## config.mk

```make
export PLATFORM = sky130hd
export DESIGN_NAME = i2c_wiper_target
export DESIGN_NICKNAME = d
export VERILOG_FILES = /design/src/rtl/i2c_wiper_target.sv
export SDC_FILE = /design/constraint.sdc
export NUM_CORES = 1
export LEC_CHECK = 0
export CORE_MARGIN = 2
export CORE_UTILIZATION = 35
export DETAILED_ROUTE_END_ITERATION = 10
export PLACE_DENSITY = 0.62
export SYNTH_ARGS = -nofsm -noshare
export SYNTH_HDL_FRONTEND = slang
export SYNTH_SLANG_ARGS = --single-unit
```

## constraint.sdc

```tcl
create_clock -name clk -period 3.7 [get_ports clk]
set_clock_uncertainty 0.05 [all_clocks]
set_input_delay 0.74 -clock clk [delete_from_list [all_inputs] [get_ports clk]]
set_output_delay 0.74 -clock clk [all_outputs]
set_load 0.01 [all_outputs]
```

## src/rtl/i2c_wiper_target.sv

```systemverilog
// I2C target emulating a single-register digital potentiometer.
// SCL/SDA are oversampled on clk; SDA is driven open-drain through sda_oe.
module i2c_wiper_target #(
  parameter logic [6:0] ADDR        = 7'h2F,
  parameter logic [7:0] WIPER_MAX   = 8'd127,
  parameter logic [7:0] WIPER_RESET = 8'd0
) (
  input  logic       clk,
  input  logic       rst,
  input  logic       scl_in,
  input  logic       sda_in,
  output logic       sda_oe,
  output logic [7:0] wiper,
  output logic       wr_strobe,
  output logic       busy
);

  typedef enum logic [2:0] {
    ST_IDLE      = 3'd0,
    ST_ADDR      = 3'd1,
    ST_ADDR_ACK  = 3'd2,
    ST_WRITE     = 3'd3,
    ST_WRITE_ACK = 3'd4,
    ST_READ      = 3'd5,
    ST_READ_ACK  = 3'd6,
    ST_WAIT_STOP = 3'd7
  } state_t;

  logic   scl_meta_r, scl_sync_r, scl_prev_r;
  logic   sda_meta_r, sda_sync_r, sda_prev_r;
  logic   scl_rise_s, scl_fall_s, start_s, stop_s;

  state_t     state_r, state_s;
  logic [7:0] shift_r, shift_s;
  logic [2:0] bit_cnt_r, bit_cnt_s;
  logic       phase_r, phase_s;
  logic       rw_r, rw_s;
  logic       sda_oe_r, sda_oe_s;
  logic [7:0] wiper_r, wiper_s;
  logic       wr_strobe_r, wr_strobe_s;
  logic       busy_r, busy_s;
  logic [7:0] rx_byte_s;

  function automatic logic [7:0] clamp_wiper(input logic [7:0] value);
    if (value > WIPER_MAX) begin
      return WIPER_MAX;
    end else begin
      return value;
    end
  endfunction

  // Pad synchronizers keep tracking the bus through reset so no false edges appear afterwards
  always_ff @(posedge clk) begin
    scl_meta_r <= scl_in;
    scl_sync_r <= scl_meta_r;
    scl_prev_r <= scl_sync_r;
    sda_meta_r <= sda_in;
    sda_sync_r <= sda_meta_r;
    sda_prev_r <= sda_sync_r;
  end

  assign scl_rise_s = scl_sync_r & ~scl_prev_r;
  assign scl_fall_s = ~scl_sync_r & scl_prev_r;
  assign start_s    = scl_sync_r & scl_prev_r & sda_prev_r & ~sda_sync_r;
  assign stop_s     = scl_sync_r & scl_prev_r & ~sda_prev_r & sda_sync_r;
  assign rx_byte_s  = {shift_r[6:0], sda_sync_r};

  // State and datapath register with synchronous reset
  always_ff @(posedge clk) begin
    if (rst) begin
      state_r     <= ST_IDLE;
      shift_r     <= 8'd0;
      bit_cnt_r   <= 3'd0;
      phase_r     <= 1'b0;
      rw_r        <= 1'b0;
      sda_oe_r    <= 1'b0;
      wiper_r     <= WIPER_RESET;
      wr_strobe_r <= 1'b0;
      busy_r      <= 1'b0;
    end else begin
      state_r     <= state_s;
      shift_r     <= shift_s;
      bit_cnt_r   <= bit_cnt_s;
      phase_r     <= phase_s;
      rw_r        <= rw_s;
      sda_oe_r    <= sda_oe_s;
      wiper_r     <= wiper_s;
      wr_strobe_r <= wr_strobe_s;
      busy_r      <= busy_s;
    end
  end

  // Next-state and output logic; phase_r marks the second half of ACK handling
  always_comb begin
    state_s     = state_r;
    shift_s     = shift_r;
    bit_cnt_s   = bit_cnt_r;
    phase_s     = phase_r;
    rw_s        = rw_r;
    sda_oe_s    = sda_oe_r;
    wiper_s     = wiper_r;
    wr_strobe_s = 1'b0;
    busy_s      = busy_r;

    if (start_s) begin
      state_s   = ST_ADDR;
      shift_s   = 8'd0;
      bit_cnt_s = 3'd0;
      phase_s   = 1'b0;
      sda_oe_s  = 1'b0;
      busy_s    = 1'b1;
    end else if (stop_s) begin
      state_s   = ST_IDLE;
      bit_cnt_s = 3'd0;
      phase_s   = 1'b0;
      sda_oe_s  = 1'b0;
      busy_s    = 1'b0;
    end else begin
      case (state_r)
        ST_IDLE: begin
          sda_oe_s = 1'b0;
        end
        ST_ADDR: begin
          if (scl_rise_s) begin
            shift_s   = rx_byte_s;
            bit_cnt_s = bit_cnt_r + 3'd1;
            if (bit_cnt_r == 3'd7) begin
              rw_s    = rx_byte_s[0];
              phase_s = 1'b0;
              if (rx_byte_s[7:1] == ADDR) begin
                state_s = ST_ADDR_ACK;
              end else begin
                state_s = ST_WAIT_STOP;
              end
            end else begin
              state_s = ST_ADDR;
            end
          end else begin
            state_s = ST_ADDR;
          end
        end
        ST_ADDR_ACK: begin
          if (scl_fall_s) begin
            if (!phase_r) begin
              sda_oe_s = 1'b1;
              phase_s  = 1'b1;
            end else begin
              phase_s   = 1'b0;
              bit_cnt_s = 3'd0;
              if (rw_r) begin
                // First read bit goes out on the same fall that ends the ACK
                shift_s  = wiper_r;
                sda_oe_s = ~wiper_r[7];
                state_s  = ST_READ;
              end else begin
                sda_oe_s = 1'b0;
                state_s  = ST_WRITE;
              end
            end
          end else begin
            state_s = ST_ADDR_ACK;
          end
        end
        ST_WRITE: begin
          if (scl_rise_s) begin
            shift_s   = rx_byte_s;
            bit_cnt_s = bit_cnt_r + 3'd1;
            if (bit_cnt_r == 3'd7) begin
              phase_s = 1'b0;
              state_s = ST_WRITE_ACK;
            end else begin
              state_s = ST_WRITE;
            end
          end else begin
            state_s = ST_WRITE;
          end
        end
        ST_WRITE_ACK: begin
          if (scl_fall_s) begin
            if (!phase_r) begin
              sda_oe_s = 1'b1;
              phase_s  = 1'b1;
            end else begin
              sda_oe_s    = 1'b0;
              phase_s     = 1'b0;
              bit_cnt_s   = 3'd0;
              wiper_s     = clamp_wiper(shift_r);
              wr_strobe_s = 1'b1;
              state_s     = ST_WRITE;
            end
          end else begin
            state_s = ST_WRITE_ACK;
          end
        end
        ST_READ: begin
          if (scl_rise_s) begin
            bit_cnt_s = bit_cnt_r + 3'd1;
          end else if (scl_fall_s) begin
            if (bit_cnt_r == 3'd0) begin
              sda_oe_s = 1'b0;
              phase_s  = 1'b0;
              state_s  = ST_READ_ACK;
            end else begin
              shift_s  = {shift_r[6:0], 1'b0};
              sda_oe_s = ~shift_r[6];
            end
          end else begin
            state_s = ST_READ;
          end
        end
        ST_READ_ACK: begin
          if (scl_rise_s) begin
            if (sda_sync_r) begin
              sda_oe_s = 1'b0;
              state_s  = ST_WAIT_STOP;
            end else begin
              phase_s = 1'b1;
            end
          end else if (scl_fall_s && phase_r) begin
            shift_s   = wiper_r;
            sda_oe_s  = ~wiper_r[7];
            bit_cnt_s = 3'd0;
            phase_s   = 1'b0;
            state_s   = ST_READ;
          end else begin
            state_s = ST_READ_ACK;
          end
        end
        ST_WAIT_STOP: begin
          sda_oe_s = 1'b0;
        end
        default: begin
          state_s  = ST_IDLE;
          sda_oe_s = 1'b0;
        end
      endcase
    end
  end

  assign sda_oe    = sda_oe_r;
  assign wiper     = wiper_r;
  assign wr_strobe = wr_strobe_r;
  assign busy      = busy_r;

endmodule

```

# After elaboration in Yosys (flattened, before gate mapping)
# Cells that the tools add are included.
# totals
output_inout_bits,11
ff_bits,33
latch_bits,0
ram_bits,0
in_bits,4
mem_count,0
romBits,0
word_cells,155
# op_classes
reduce_logical,25
mux,60
n_div,0
n_shift,0
n_mul,0
add_sub_neg,1
n_eq_ne,35
bitwise,17
magnitude_cmp,1
# op_table
op,n
$mux W8,10
$mux W3,20
$pmux W8 S4,1
$mux W1,24
$ne A2 B2 Y1 const B,10
$ne A5 B5 Y1 const B,4
$ne A3 B3 Y1 const B,6
$pmux W3 S6,1
$reduce_and A6 Y1,3
$eq A3 B3 Y1 const B,5
$reduce_and A11 Y1,1
$ne A2 B1 Y1 const B,5
$not A1 Y1,10
$reduce_and A5 Y1,2
$pmux W3 S3,1
$reduce_and A9 Y1,1
$gt A8 B7 Y1 const B,1
$reduce_bool A4 Y1,2
$reduce_bool A8 Y1,1
$reduce_or A2 Y1,4
$and A1 B1 Y1,7
$eq A7 B6 Y1 const B,1
$reduce_and A7 Y1,1
$eq A3 B2 Y1 const B,2
other kinds (14),16

# Logic depth before layout (Yosys ltp)
# depth
depth_word,8
mapped_depth,7
mapped_depth_nobuf,7

# Least setup slack after synthesis
# Ideal clock, no wire load.
# synth_timing
path_type,reg-to-reg
startpoint,reg scl_sync_r
endpoint,reg state_r[0]
stages_incl_launch_ff,7
period_less_slack_ns,1.617
arrival_ns,1.479
path_slack_ns,2.083
path_cell_list,dfxtp_1 -> nand2b_1 -> buf_6 -> o32a_4 -> nor3_4 -> a21oi_2 -> a311oi_2
# synth_via
elab_chain_len,8
word_cells_on_any_way,27
# synth_lines
element,line_no,rtl
start: declaration,29,"logic scl_meta_r, scl_sync_r, scl_prev_r;"
start signal: assignment,55,scl_sync_r <= scl_meta_r;
$not A1 Y1,63,assign scl_fall_s = ~scl_sync_r & scl_prev_r;
$and A1 B1 Y1,63,
$logic_and A1 B1 Y1,219,end else if (scl_fall_s && phase_r) begin
$mux W2,219,
$mux W3,212,if (scl_rise_s) begin
$pmux W3 S6,119,case (state_r)
$mux W1,112,end else if (stop_s) begin
$mux W1,105,if (start_s) begin
end signal: assignment,81,state_r <= state_s;
end: declaration,33,"state_t state_r, state_s;"
# Parallel ways exist; a longest one is shown, timed or not. The select of a mux whose other input is x is not followed.
# A chain may end at the register's enable or synchronous reset.

# Worst setup path after layout
# layout_timing
startpoint,reg state_r[1]
endpoint,reg shift_r[3]
# layout_via
elab_chain_len,4
word_cells_on_any_way,18
# layout_lines
element,line_no,rtl
$eq A3 B2 Y1 / $eq A3 B1 Y1 (equally long branches),119,
$reduce_or A2 Y1 (no line),-,
$ne A2 B1 Y1 (no line) / $reduce_bool A4 Y1 (equally long branches),-,
$reduce_and A11 Y1 (no line),-,
end signal: assignment,82,shift_r <= shift_s;
end: declaration,34,"logic [7:0] shift_r, shift_s;"
# Parallel ways exist; a longest one is shown, timed or not.

==> impl_metrics.yaml <==
timing:
  tightestPinTransition_ns: 0.940
  hold_viol_final: 0
  fmax_ghz: 0.429
  setup_viol: 0
  drv_slew: 0
  finalCriticalPeriod_ns: 2.33
  slew_headroom_pct: 37.2
  fin_crit_sh_pct: 63.1
  rsz0062_at_grt: "no"
  tns_ns: 0
floorplanning:
  die_width_um: 79.8
  core_area_um2: 5540
  pin_count: 15
  initial_utilization_pct: 36.3
  die_area_um2: 6370
  fp.dieH_um: 79.8
  placementRows: 27
final_layout:
  areaGrowthSynthToFinish_pct: 12.6
  nets: 253
  drive_gt1_share_pct: 12.1
  final_core_util_pct: 40.9
  num_antenna_cells: 0
global_routing:
  grt_usage_pct: 16.1
  grt_first_pass_wirelength_mm: 7.98
  overflow: 0
  antenna_found_initial: 0
  grt_max_degree: 30
  first_global_vias: 1579
pwr:
  ir_worst_vdd_v: 0.000307
  p_per_area_nw_per_um2: 566
  leakage_uw: 0.000777
synthesis:
  synth_compound_area_share_pct: 24.1
  yosysSeqAreaShare_pct: 32.9
  synthSimpleGateAreaFrac_pct: 28.1
  synth_top_family_by_area: "simple AND/OR/NAND/NOR gates"
  synth_fa_ha_area_share_pct: 2.36
  synthDistinctLibCells: 57
  syn_avg_cell_area_um2: 8.31
  ys.flop_type: "dfxtp_1"
  syn-num-nets: 249
  netlist_instances: 242
  synth_edf_count: 0
  synthArstFlopShare_pct: 0
  synth.area.mux_share_pct: 5.41
  synth-seq-cells: 33
  yosys_warnings: 0
  syn_area_um2: 2010
  synthXorXnorAreaFrac_pct: 0.871
cts:
  cts_tree: "yes"
  worstSkewPairLatency_ns: 0.29
  htreeDepth: 2
  cts_buffer_depth: 2
  postCtsSetupRepairBufs: 0
  cts_root_buf: "clkbuf_8"
  cts_resized: 0
  cts_made_buffers: 5
  clock_sinks: 33
  clk_pin_slew_worst_paths_ns: 0.07
  ctsHoldBuffers: 0
setup_path:
  critPathBufInv: 0
  cp_max_fo: 29
  r2r_slack_ns: 1.37
  cp_common_cell: "nand2_1"
  required_ns: 3.83
  cp-start-kind: "register"
  slowest_delay_ns: 0.90
  cp.arrival_ns: 2.46
  end_kind: "register"
  r2r_end: "shift_r[3]"
  r2r_start: "state_r[1]"
  crit_type: "reg2reg"
  r2r_cells: 5
  crit_slowest_cell: "dfxtp_1"
  crit_path_cell_trace: "nand2_1 > nand2_1 > mux2_2 > o31ai_1 > nor2_1"
  cp_top_family: "flip-flops"
min_path:
  hold_depth: 0
  min_to: "sda_sync_r"
  min_from: "sda_meta_r"
  hp-class: "reg2reg"
run:
  maxCapViolCount: 0
routing:
  wl_per_cell_um: 14.8
  vias_per_cell: 5.42
  num_vias: 1729
  first_pass_iters: 4
  drt_iter0_markers: 102
  postRouteAntennaNets: 0
  drc: 0
  drt-total-wl_mm: 4.71
status:
  status: "completed"
place:
  dp_hpwl_mm: 3.25
  port-buffer-count: 14
  gp_congestion: 0.825
[cells by family (layout without fill, tap and decap cells)]
| group | count (synthesis) | count (layout) |
|---|---|---|
| DFF | 33 | 33 |
| and+or+nand+nor | 101 | 101 |
| muxes | 10 | 10 |
| xor gates and xnor gates | 2 | 2 |
| AOI/OAI and AO/OA | 67 | 67 |
| adders and majority gates | 4 | 4 |
| buffers and inverters | 25 | 30 |
[area by class of cell]
cell class | instances | area [um^2]
Timing Repair Buffer | 15 | 148
Clock inverter | 1 | 30.0
Inverter | 7 | 26.3
Fill cell | 587 | 3280
Clock buffer | 7 | 86.3
Tap cell | 72 | 90.1
Sequential cell | 33 | 661
Multi-Input combinational cell | 184 | 1220
[worst max-delay path by stage]
stage,endpoint,slack [ns],startpoint,cells past startpoint
floorplan,state_r[0],2.08,scl_sync_r,6
global placement,shift_r[0],1.30,rst,4
detailed placement,shift_r[2],1.30,rst,4
CTS,shift_r[5],1.40,state_r[1],5
global route,shift_r[5],1.11,state_r[1],5
finish,shift_r[3],1.37,state_r[1],5
[Yosys cell counts (all sizes together) (4+ instances only)]
cell type	instances	area, um^2
o21a	4	30.0
inv	7	26.3
o21ai	9	45.0
buf	14	85.1
dfxtp	33	661
nand2b	7	43.8
nor2	31	116
nor3	21	121
o31ai	12	104
a21oi	23	119
mux2	7	78.8
nand2	10	37.5
clkbuf	4	15.0
nand3b	4	42.5
nor2b	5	31.3
[through the flow]
| stage | area, um^2 | power (uW) | setup WS, ns | cells | hold WS [ns] |
|---|---|---|---|---|---|
| floorplan | 2010 | 852 | 2.08 | 242 | 0.260 |
| global placement | 2150 | 927 | 1.30 | 311 | 0.260 |
| CTS | 2260 | 1280 | 1.40 | 319 | 0.280 |
| global route | 2260 | 1360 | 1.11 | 319 | 0.282 |
| detailed placement | 2150 | 927 | 1.30 | 311 | 0.264 |
| finish | 2260 | 1280 | 1.37 | 319 | 0.277 |
[flip-flops by register name (all words and copies together), names as in the netlist]
signal and cells:
sda_meta_r 1, scl_meta_r 1, sda_sync_r 1, wr_strobe 1, sda_oe 1, phase_r 1, sda_prev_r 1, busy 1
rw_r 1, scl_sync_r 1, wiper 8, bit_cnt_r 3, shift_r 8, state_r 3, scl_prev_r 1
[power by group]
| part | internal [uW] | total, uW | switching (uW) |
|---|---|---|---|
| clock network | 219 | 353 | 134 |
| registers | 406 | 523 | 117 |
| logic | 197 | 405 | 208 |
| total | 822 | 1280 | 459 |
[layer usage]
layer | routed length (um) | global-route usage, % | vias to the layer above
met1 | 2380 | 23.2 | 808
met2 | 2040 | 23.7 | 34
met4 | 83 | 6.27 | 0
met5 | 0 | 0 | -
met3 | 199 | 3.05 | 8
li1 | - | - | 879
[layout by cell type (no fill, tap or decap), types with 2 or more instances in the layout]
cell type,instances
dfxtp_1,33
nor2_1,31
a21oi_1,22
nor3_1,19
clkdlybuf4s50_1,14
o31ai_1,11
nand2_1,10
inv_1,7
nand2b_1,7
o21ai_0,7
mux2_2,7
clkbuf_8,6
nor2b_1,5
o21a_1,4
nand3_1,3
or3b_1,3
or2_2,3
nor3b_1,3
nand3b_1,3
mux2i_1,3
ha_1,3
xnor2_1,2
a31oi_1,2
o21ai_1,2
a21o_1,2
a22o_1,2
o21ba_2,2
nor4_1,2
Note: power is estimated with default switching activity, not from simulation.
